$ cat config.mk
export PLATFORM = sky130hd
export DESIGN_NAME = sprite_fetch_scheduler
export DESIGN_NICKNAME = d
export VERILOG_FILES = /design/src/rtl/sprite_pkg.sv /design/src/rtl/rom_return_tracker.sv /design/src/rtl/sprite_fetch_scheduler.sv
export SDC_FILE = /design/constraint.sdc
export NUM_CORES = 1
export LEC_CHECK = 0
export ABC_CLOCK_PERIOD_IN_PS = 4800
export CORE_MARGIN = 5
export CORE_UTILIZATION = 30
export DETAILED_ROUTE_END_ITERATION = 6
export GPL_TIMING_DRIVEN = 0
export HOLD_SLACK_MARGIN = 0.03
export PLACE_DENSITY = 0.58
export REMOVE_ABC_BUFFERS = 1
export SYNTH_ARGS = -nofsm -noshare
export SYNTH_HDL_FRONTEND = slang
export SYNTH_HIERARCHICAL = 1
export SYNTH_SLANG_ARGS = --single-unit
export TNS_END_PERCENT = 5
$ cat constraint.sdc
create_clock -name Clk -period 4.8 [get_ports Clk]
set_clock_uncertainty 0.1 [all_clocks]
set_input_delay 0.96 -clock Clk [delete_from_list [all_inputs] [get_ports Clk]]
set_output_delay 0.96 -clock Clk [all_outputs]
set_load 0.01 [all_outputs]
$ cat src/rtl/sprite_pkg.sv
// Shared types and constants for the sprite fetch scheduler.
// Layer ids double as bit positions in every per-layer flag mask.
package sprite_pkg;

  localparam int unsigned DEFAULT_ADDR_W = 18;
  localparam int unsigned IDX_W          = 8;
  localparam int unsigned NUM_LAYERS     = 3;
  localparam logic [IDX_W-1:0] TRANSPARENT_IDX = '0;

  typedef enum logic [1:0] {
    LAYER_C1 = 2'd0,
    LAYER_C2 = 2'd1,
    LAYER_BG = 2'd2
  } layer_e;

  typedef enum logic [1:0] {
    IDLE  = 2'd0,
    ISSUE = 2'd1,
    DRAIN = 2'd2,
    DONE  = 2'd3
  } state_e;

  typedef logic [NUM_LAYERS-1:0] layer_mask_t;

  typedef struct packed {
    logic   vld;
    layer_e id;
  } rom_tag_t;

  // Lowest-numbered active layer; fixed C1, C2, BG priority.
  function automatic layer_e first_layer(input layer_mask_t mask);
    if (mask[0]) return LAYER_C1;
    if (mask[1]) return LAYER_C2;
    return LAYER_BG;
  endfunction

endpackage

$ cat src/rtl/rom_return_tracker.sv
// Tag shift register matching the memory read latency; the head tag
// names the layer that owns the rom_q word arriving this cycle.
module rom_return_tracker
  import sprite_pkg::*;
#(
  parameter int unsigned DEPTH = 1
) (
  input  logic     Clk,
  input  logic     Reset,
  input  logic     push,
  input  layer_e   push_id,
  output rom_tag_t head,
  output logic     rest_empty_c
);

  rom_tag_t pipe_q [DEPTH];

  always_ff @(posedge Clk or negedge Reset) begin
    if (!Reset) begin
      for (int i = 0; i < int'(DEPTH); i++) pipe_q[i] <= '0;
    end else begin
      pipe_q[0] <= push ? '{vld: 1'b1, id: push_id} : '0;
      for (int i = 1; i < int'(DEPTH); i++) pipe_q[i] <= pipe_q[i-1];
    end
  end

  assign head = pipe_q[DEPTH-1];

  // True when nothing except the head is in flight.
  always_comb begin
    rest_empty_c = 1'b1;
    for (int i = 0; i < int'(DEPTH) - 1; i++) begin
      if (pipe_q[i].vld) rest_empty_c = 1'b0;
    end
  end

endmodule

$ cat src/rtl/sprite_fetch_scheduler.sv
// Time-shares one read-only index memory among character1, character2 and
// background, publishing each pixel slot's indices and flags as one set.
module sprite_fetch_scheduler
  import sprite_pkg::*;
#(
  parameter int unsigned ADDR_W  = DEFAULT_ADDR_W,
  parameter int unsigned ROM_LAT = 1
) (
  input  logic              Clk,
  input  logic              Reset,
  input  logic              pixel_tick,
  input  logic              is_character1,
  input  logic              is_character2,
  input  logic              is_background,
  input  logic [ADDR_W-1:0] char1_addr,
  input  logic [ADDR_W-1:0] char2_addr,
  input  logic [ADDR_W-1:0] bg_addr,
  output logic              rom_rd,
  output logic [ADDR_W-1:0] rom_addr,
  input  logic [IDX_W-1:0]  rom_q,
  output logic [IDX_W-1:0]  character1_data,
  output logic [IDX_W-1:0]  character2_data,
  output logic [IDX_W-1:0]  background_data,
  output logic              is_character1_q,
  output logic              is_character2_q,
  output logic              is_background_q,
  output logic              out_valid,
  output logic              overrun,
  input  logic              overrun_clr
);

  state_e            state_q, state_d;
  layer_mask_t       flags_q, pend_q, flags_out_q;
  layer_mask_t       flags_in_c, pend_rest_c;
  logic [ADDR_W-1:0] addr_q [NUM_LAYERS];
  logic [IDX_W-1:0]  hold_q [NUM_LAYERS];
  logic [IDX_W-1:0]  data_q [NUM_LAYERS];
  logic              out_valid_q, overrun_q;
  layer_e            issue_id_c;
  logic              push_c, rest_empty_c;
  rom_tag_t          head;

  assign flags_in_c  = {is_background, is_character2, is_character1};
  assign issue_id_c  = first_layer(pend_q);
  assign pend_rest_c = pend_q & ~(layer_mask_t'(1) << issue_id_c);

  rom_return_tracker #(.DEPTH(ROM_LAT)) u_tracker (
    .Clk          (Clk),
    .Reset        (Reset),
    .push         (push_c),
    .push_id      (issue_id_c),
    .head         (head),
    .rest_empty_c (rest_empty_c)
  );

  always_ff @(posedge Clk or negedge Reset) begin
    if (!Reset) state_q <= IDLE;
    else        state_q <= state_d;
  end

  always_comb begin
    state_d = state_q;
    unique case (state_q)
      IDLE:  if (pixel_tick) state_d = (|flags_in_c) ? ISSUE : DONE;
      ISSUE: if (pend_rest_c == '0) state_d = DRAIN;
      DRAIN: if (rest_empty_c) state_d = DONE;
      DONE:  state_d = IDLE;
      default: state_d = IDLE;
    endcase
  end

  // Memory strobe and address come straight from state and issue pointer.
  always_comb begin
    rom_rd   = 1'b0;
    rom_addr = '0;
    push_c   = 1'b0;
    if (state_q == ISSUE) begin
      rom_rd   = 1'b1;
      rom_addr = addr_q[issue_id_c];
      push_c   = 1'b1;
    end
  end

  always_ff @(posedge Clk or negedge Reset) begin
    if (!Reset) begin
      flags_q     <= '0;
      pend_q      <= '0;
      flags_out_q <= '0;
      out_valid_q <= 1'b0;
      overrun_q   <= 1'b0;
      for (int i = 0; i < int'(NUM_LAYERS); i++) begin
        addr_q[i] <= '0;
        hold_q[i] <= '0;
        data_q[i] <= '0;
      end
    end else begin
      if (state_q == IDLE && pixel_tick) begin
        flags_q   <= flags_in_c;
        pend_q    <= flags_in_c;
        addr_q[0] <= char1_addr;
        addr_q[1] <= char2_addr;
        addr_q[2] <= bg_addr;
        if (|flags_in_c) begin
          for (int i = 0; i < int'(NUM_LAYERS); i++) hold_q[i] <= '0;
        end
      end
      if (state_q == ISSUE) pend_q <= pend_rest_c;
      if (head.vld) hold_q[head.id] <= rom_q;
      // Publish the whole set at once; inactive layers read as transparent.
      if (state_q == DONE) begin
        flags_out_q <= flags_q;
        for (int i = 0; i < int'(NUM_LAYERS); i++) begin
          data_q[i] <= flags_q[i] ? hold_q[i] : TRANSPARENT_IDX;
        end
      end
      out_valid_q <= (state_q == DONE);
      if (pixel_tick && state_q != IDLE) overrun_q <= 1'b1;
      else if (overrun_clr)              overrun_q <= 1'b0;
    end
  end

  assign character1_data = data_q[0];
  assign character2_data = data_q[1];
  assign background_data = data_q[2];
  assign is_character1_q = flags_out_q[0];
  assign is_character2_q = flags_out_q[1];
  assign is_background_q = flags_out_q[2];
  assign out_valid       = out_valid_q;
  assign overrun         = overrun_q;

endmodule

After elaboration in Yosys (flattened, before gate mapping)
Cells that the tools add are included.
{ "totals": {"reg_bits": 118, "input_bits": 69, "output_inout_bits": 48, "elab_cells": 70} }
{ "op_classes": {"order_cmp": 3, "n_eq_ne": 5, "n_shift": 1, "n_mux": 30, "n_bitwise": 4, "n_reduce_logical": 10} }
{ "ops": {"columns": ["op", "n"], "rows": [
  ["2-to-1 mux 24 bit", 3],
  ["2-to-1 mux 18 bit", 3],
  ["binary-select mux 18 bit (select 2 bit)", 1],
  ["2-to-1 mux 8 bit", 4],
  ["bitwise mux 24 bit", 1],
  ["demux 8 bit (select 2 bit)", 1],
  ["2-to-1 mux 2 bit", 7],
  ["2-to-1 mux 3 bit", 3],
  ["one-hot mux 2 bit (4 select lines)", 1],
  [">= comparator 3 bit, second input constant", 2],
  ["2-to-1 mux 1 bit", 6],
  ["NOT 2 -> 3 bit", 2],
  ["nonzero test 2 bit", 3],
  ["equality test 2 bit, second input constant", 2],
  ["!= test 2 bit, second input constant", 2],
  ["AND 3 bit", 1],
  ["logical AND 1 bit", 3],
  ["logical NOT 3 bit", 1],
  ["< comparator 3 x 1 -> 1 bit, second input constant", 1],
  ["NOT 3 bit", 1],
  ["OR reduction 3 bit", 1],
  ["<< shifter 1 x 2 -> 3 bit, first input constant", 1],
  ["equality test 2 x 1 -> 1 bit, second input constant", 1],
  ["logical NOT 2 bit", 1],
  ["AND reduction 2 bit", 1]
]} }

Longest topological paths before layout
{ "logic_depth": {"word_depth": 10, "ltp_mapped": 6, "mapped_depth_nobuf": 5} }

Hierarchy
Netlist, hierarchy kept.
{ "modules_own_cells": {"columns": ["mod", "instances", "cells_per_inst", "area_per_inst_um2", "seq_area_each_um2"], "rows": [
  ["sprite_fetch_scheduler", 1, 457, 5117.4, 2877.8],
  ["rom_return_tracker", 1, 7, 98.8, 75.1]
]} }

Worst setup path after synthesis
OpenSTA, ideal clock, no wires.
{ "synth_path": {"path_kind": "reg2out", "startpoint": "register state_q[1]", "endpoint": "output rom_addr[10]", "t_arrival_ps": 1206, "required_ps": 3740, "path_slack_ps": 2534, "stages_incl_launch_ff": 5, "path_buffers": 1, "path_cell_list": "dfrtp_1 inv_1 ha_1 clkbuf_1 and2_1"} }
{ "synth_via": {"elab_chain_len": 2} }
{ "synth_rtl": {"columns": ["element", "line", "source"], "rows": [
  ["start, declared", "sprite_fetch_scheduler.sv:32", "state_e state_q, state_d;"],
  ["start signal, assigned", "sprite_fetch_scheduler.sv:58", "else state_q <= state_d;"],
  ["equality test 2 x 1 -> 1 bit", "sprite_fetch_scheduler.sv:77", "if (state_q == ISSUE) begin"],
  ["2-to-1 mux 18 bit", "sprite_fetch_scheduler.sv:77", null],
  ["end, declared", "sprite_fetch_scheduler.sv:19", "output logic [ADDR_W-1:0] rom_addr,"]
]} }
No other way between the ends.

Final worst setup path
{ "layout_path": {"startpoint": "register state_q[1]", "endpoint": "output rom_addr[1]"} }
Same word-level chain as after synthesis.

==> run_results.csv <==
group,metric,value,unit
detailed_routing,detail-route-antenna-nets,0,
finish,drive_gt1_share,15.69,%
finish,n_antenna_cell,0,
yosys,synth_cell_types,33,
detailed_routing,wl,12.23,mm
global_route,antenna_found_initial,0,
placed_design,place.gp.congestion,0.7480,
floorplanning,ios,117,
placed_design,dp_cells,776,
clock_network,cts_num_sinks,118,
setup_path,cp_max_fo,27,
finish,nets,644,
floorplanning,start_util,30.37,%
yosys,synth-adder-area-share,1.199,%
setup_path,path_delay_family,"adder cells",
yosys,synth_compound_area_share,7.100,%
setup_path,startpoint_type,"register",
floorplanning,coreArea,0.01718,mm2
yosys,synth_ff_type,"dfrtp_1",
yosys,synth_area_leader_cell,"dfrtp_1",
pwr,vdd_ir_drop_max,264.1,uV
timing,hold_violations,0,
timing,finalWorstSetupSlack,1.105,ns
clock_network,clk_pin_slew,0.05,ns
floorplanning,die_area,0.02012,mm2
timing,finalCriticalPeriod,3.695,ns
setup_path,crit_path_end_kind,"output port",
floorplanning,die_y,141.9,um
setup_path,crit_path_top_delay_cell,"ha_1",
clock_network,cts_setup_buffers,0,
global_route,grt_max_degree,64,
placed_design,dp_hpwl,8.340,mm
yosys,yosys_warnings,6,
detailed_routing,drcViolationCount,0,
setup_path,crit_arrival,2.63,ns
detailed_routing,via_per_inst,4.519,
timing,rsz0062_at_grt,"false",
yosys,synth.mux.area_fraction,17.29,%
timing,max_slew_margin,15.91,%
timing,drv_slew,0,
yosys,synth_top_area_share,56.61,%
finish,layout_common_cells,"117 x dfrtp_1, 115 x clkdlybuf4s50_1, 69 x nand2_1",
yosys,syn-cell-area,0.005216,mm2
setup_path,crit_buf_inv,2,
setup_path,cp_cell_sequence,"inv_1 -> ha_1 -> and2_1 -> clkdlybuf4s50_1",
clock_network,cts_resized,0,
detailed_routing,wl_per_cell,15.19,um
setup_path,crit_path_max_incr_delay,0.88,ns
yosys,synth.area.top_cells,"dfrtp_1 57%, mux2_2 11%, o21ai_0 5.7%, nand2_1 5.0%, mux2i_1 4.4%",
global_route,grt_pass1_vias,3932,
placed_design,port_buffers,116,
timing,hold_ws,0.3935,ns
timing,fin_crit_sh,76.97,%
yosys,synthCells,464,
clock_network,clockRootBuffer,"clkbuf_16",
finish,final_common_cell,"dfrtp_1",
yosys,async_reset_ff_share,100.0,%
yosys,seq_area_frac_synth,56.61,%
yosys,synth_top_family_by_area,"multiplexers",
global_route,track_usage,12.64,%
clock_network,clock_latency,0.41,ns
finish,finalNonFillerCells,805,
timing,worst_pin_slew,1.261,ns
timing,setup_viol,0,
placed_design,pre_cts_slack,1.289,ns
finish,area_growth,35.02,%
flow_run,maxCapViolations,0,
setup_path,path_class,"reg2out",
clock_network,hold_buffers,0,
timing,fmaxAchievable,270.7,MHz
pwr,p_leak,2.933,nW
clock_network,htreeDepth,4,
detailed_routing,dr.pass1.iters,6,
global_route,grt_pass1_wl,19.85,mm
clock_network,cts_tree,"built",
global_route,grt_overflow,0,
yosys,synth-simple-area-share,11.71,%
yosys,synth_xor_area_share,0,%
yosys,synth_edf_count,0,
detailed_routing,drt_iter0_drc,134,
floorplanning,die_w,141.9,um
finish,fin_util,41.00,%
clock_network,cts_made_buffers,17,
pwr,power_density,647.2,mW/mm2
setup_path,crit_required,3.74,ns
outcome,run_status,"completed",
finish,num-fill-cells,1699,
yosys,synth_seq_cells,118,
clock_network,clk_path_buf_depth,2,
floorplanning,rows,48,
min_path,hp-class,"reg2reg",
yosys,syn_avg_cell_area,11.24,um2
detailed_routing,vias,3638,
## layer usage
layer | vias to the layer above | wire (um) | global-route usage (%)
met5 | - | 0 | 0
met4 | 0 | 196 | 4.343
met3 | 20 | 1299 | 5.999
met2 | 129 | 5593 | 19.85
met1 | 1721 | 5136 | 15.26
li1 | 1768 | - | -
## worst paths after layout
kind | startpoint | end | slack, ns | cells after the start
max | state_q[1] | rom_addr[1] | 1.11 | 4
min | addr_q[52] | addr_q[52] | 0.39 | 1
max reg2reg | state_q[0] | hold_q[10] | 2.22 | 5
min reg2reg | addr_q[52] | addr_q[52] | 0.39 | 1
max in group asynchronous | Reset | addr_q[4] | 3.49 | 2
min in group asynchronous | Reset | background_data[1] | 0.42 | 1
## registers in the layout, indices dropped and copies added (netlist names)
name / flops
addr_q: 54
hold_q: 24
background_data: 8
character1_data: 8
character2_data: 8
flags_out_q: 3
flags_q: 3
pend_q: 3
u_tracker/head: 3
state_q: 2
out_valid: 1
overrun: 1
## power breakdown
group          internal, mW  leakage (nW)  total, mW  switching [mW]
combinational         0.891          1.18       1.57           0.680
clock                 0.775         0.272       1.21           0.432
sequential             1.45          1.49       1.78           0.334
## per-stage QoR
step | power [mW] | setup TNS [ns] | area (um2)
CTS | 4.638 | 0 | 7042
floorplan | 2.623 | 0 | 5007
global route | 4.879 | 0 | 7043
finish | 4.558 | 0 | 7043
detailed placement | 3.411 | 0 | 6481
global placement | 3.347 | -229.11 | 6450
## cells in the mapped netlist, types with 2 or more instances
| master | number |
|---|---|
| mux2_1 | 4 |
| and2_1 | 20 |
| dfrtp_1 | 118 |
| mux2i_1 | 23 |
| nand3b_1 | 2 |
| o21ai_1 | 9 |
| buf_1 | 2 |
| buf_4 | 2 |
| nand2_1 | 69 |
| nor2_1 | 2 |
| clkbuf_1 | 11 |
| and3b_1 | 2 |
| ha_1 | 5 |
| nand3_1 | 26 |
| buf_2 | 5 |
| buf_6 | 7 |
| o21ai_0 | 59 |
| mux2_4 | 2 |
| clkbuf_8 | 3 |
| mux2_2 | 53 |
| inv_1 | 28 |
## cells by family (layout without fill, tap and decap cells)
kind of cell / count (synthesis) / after routing
simple gates: 128 / 128
flops: 118 / 118
mux: 82 / 82
compound gates: 72 / 72
buf+inv: 58 / 174
fa+ha+maj: 5 / 5
other cells: 1 / 1
## area by class of cell
cell class	count	area (um2)	share of cell area, %
clock buffers	19	452.9	6.431
clock inverters	10	107.6	1.528
inverters	28	105.1	1.492
multi-input cells	288	1952	27.71
flip-flops and latches	118	2954	41.94
well taps	225	281.5	3.997
repair buffers	117	1190	16.89
Power figures use the tool's default switching activity.
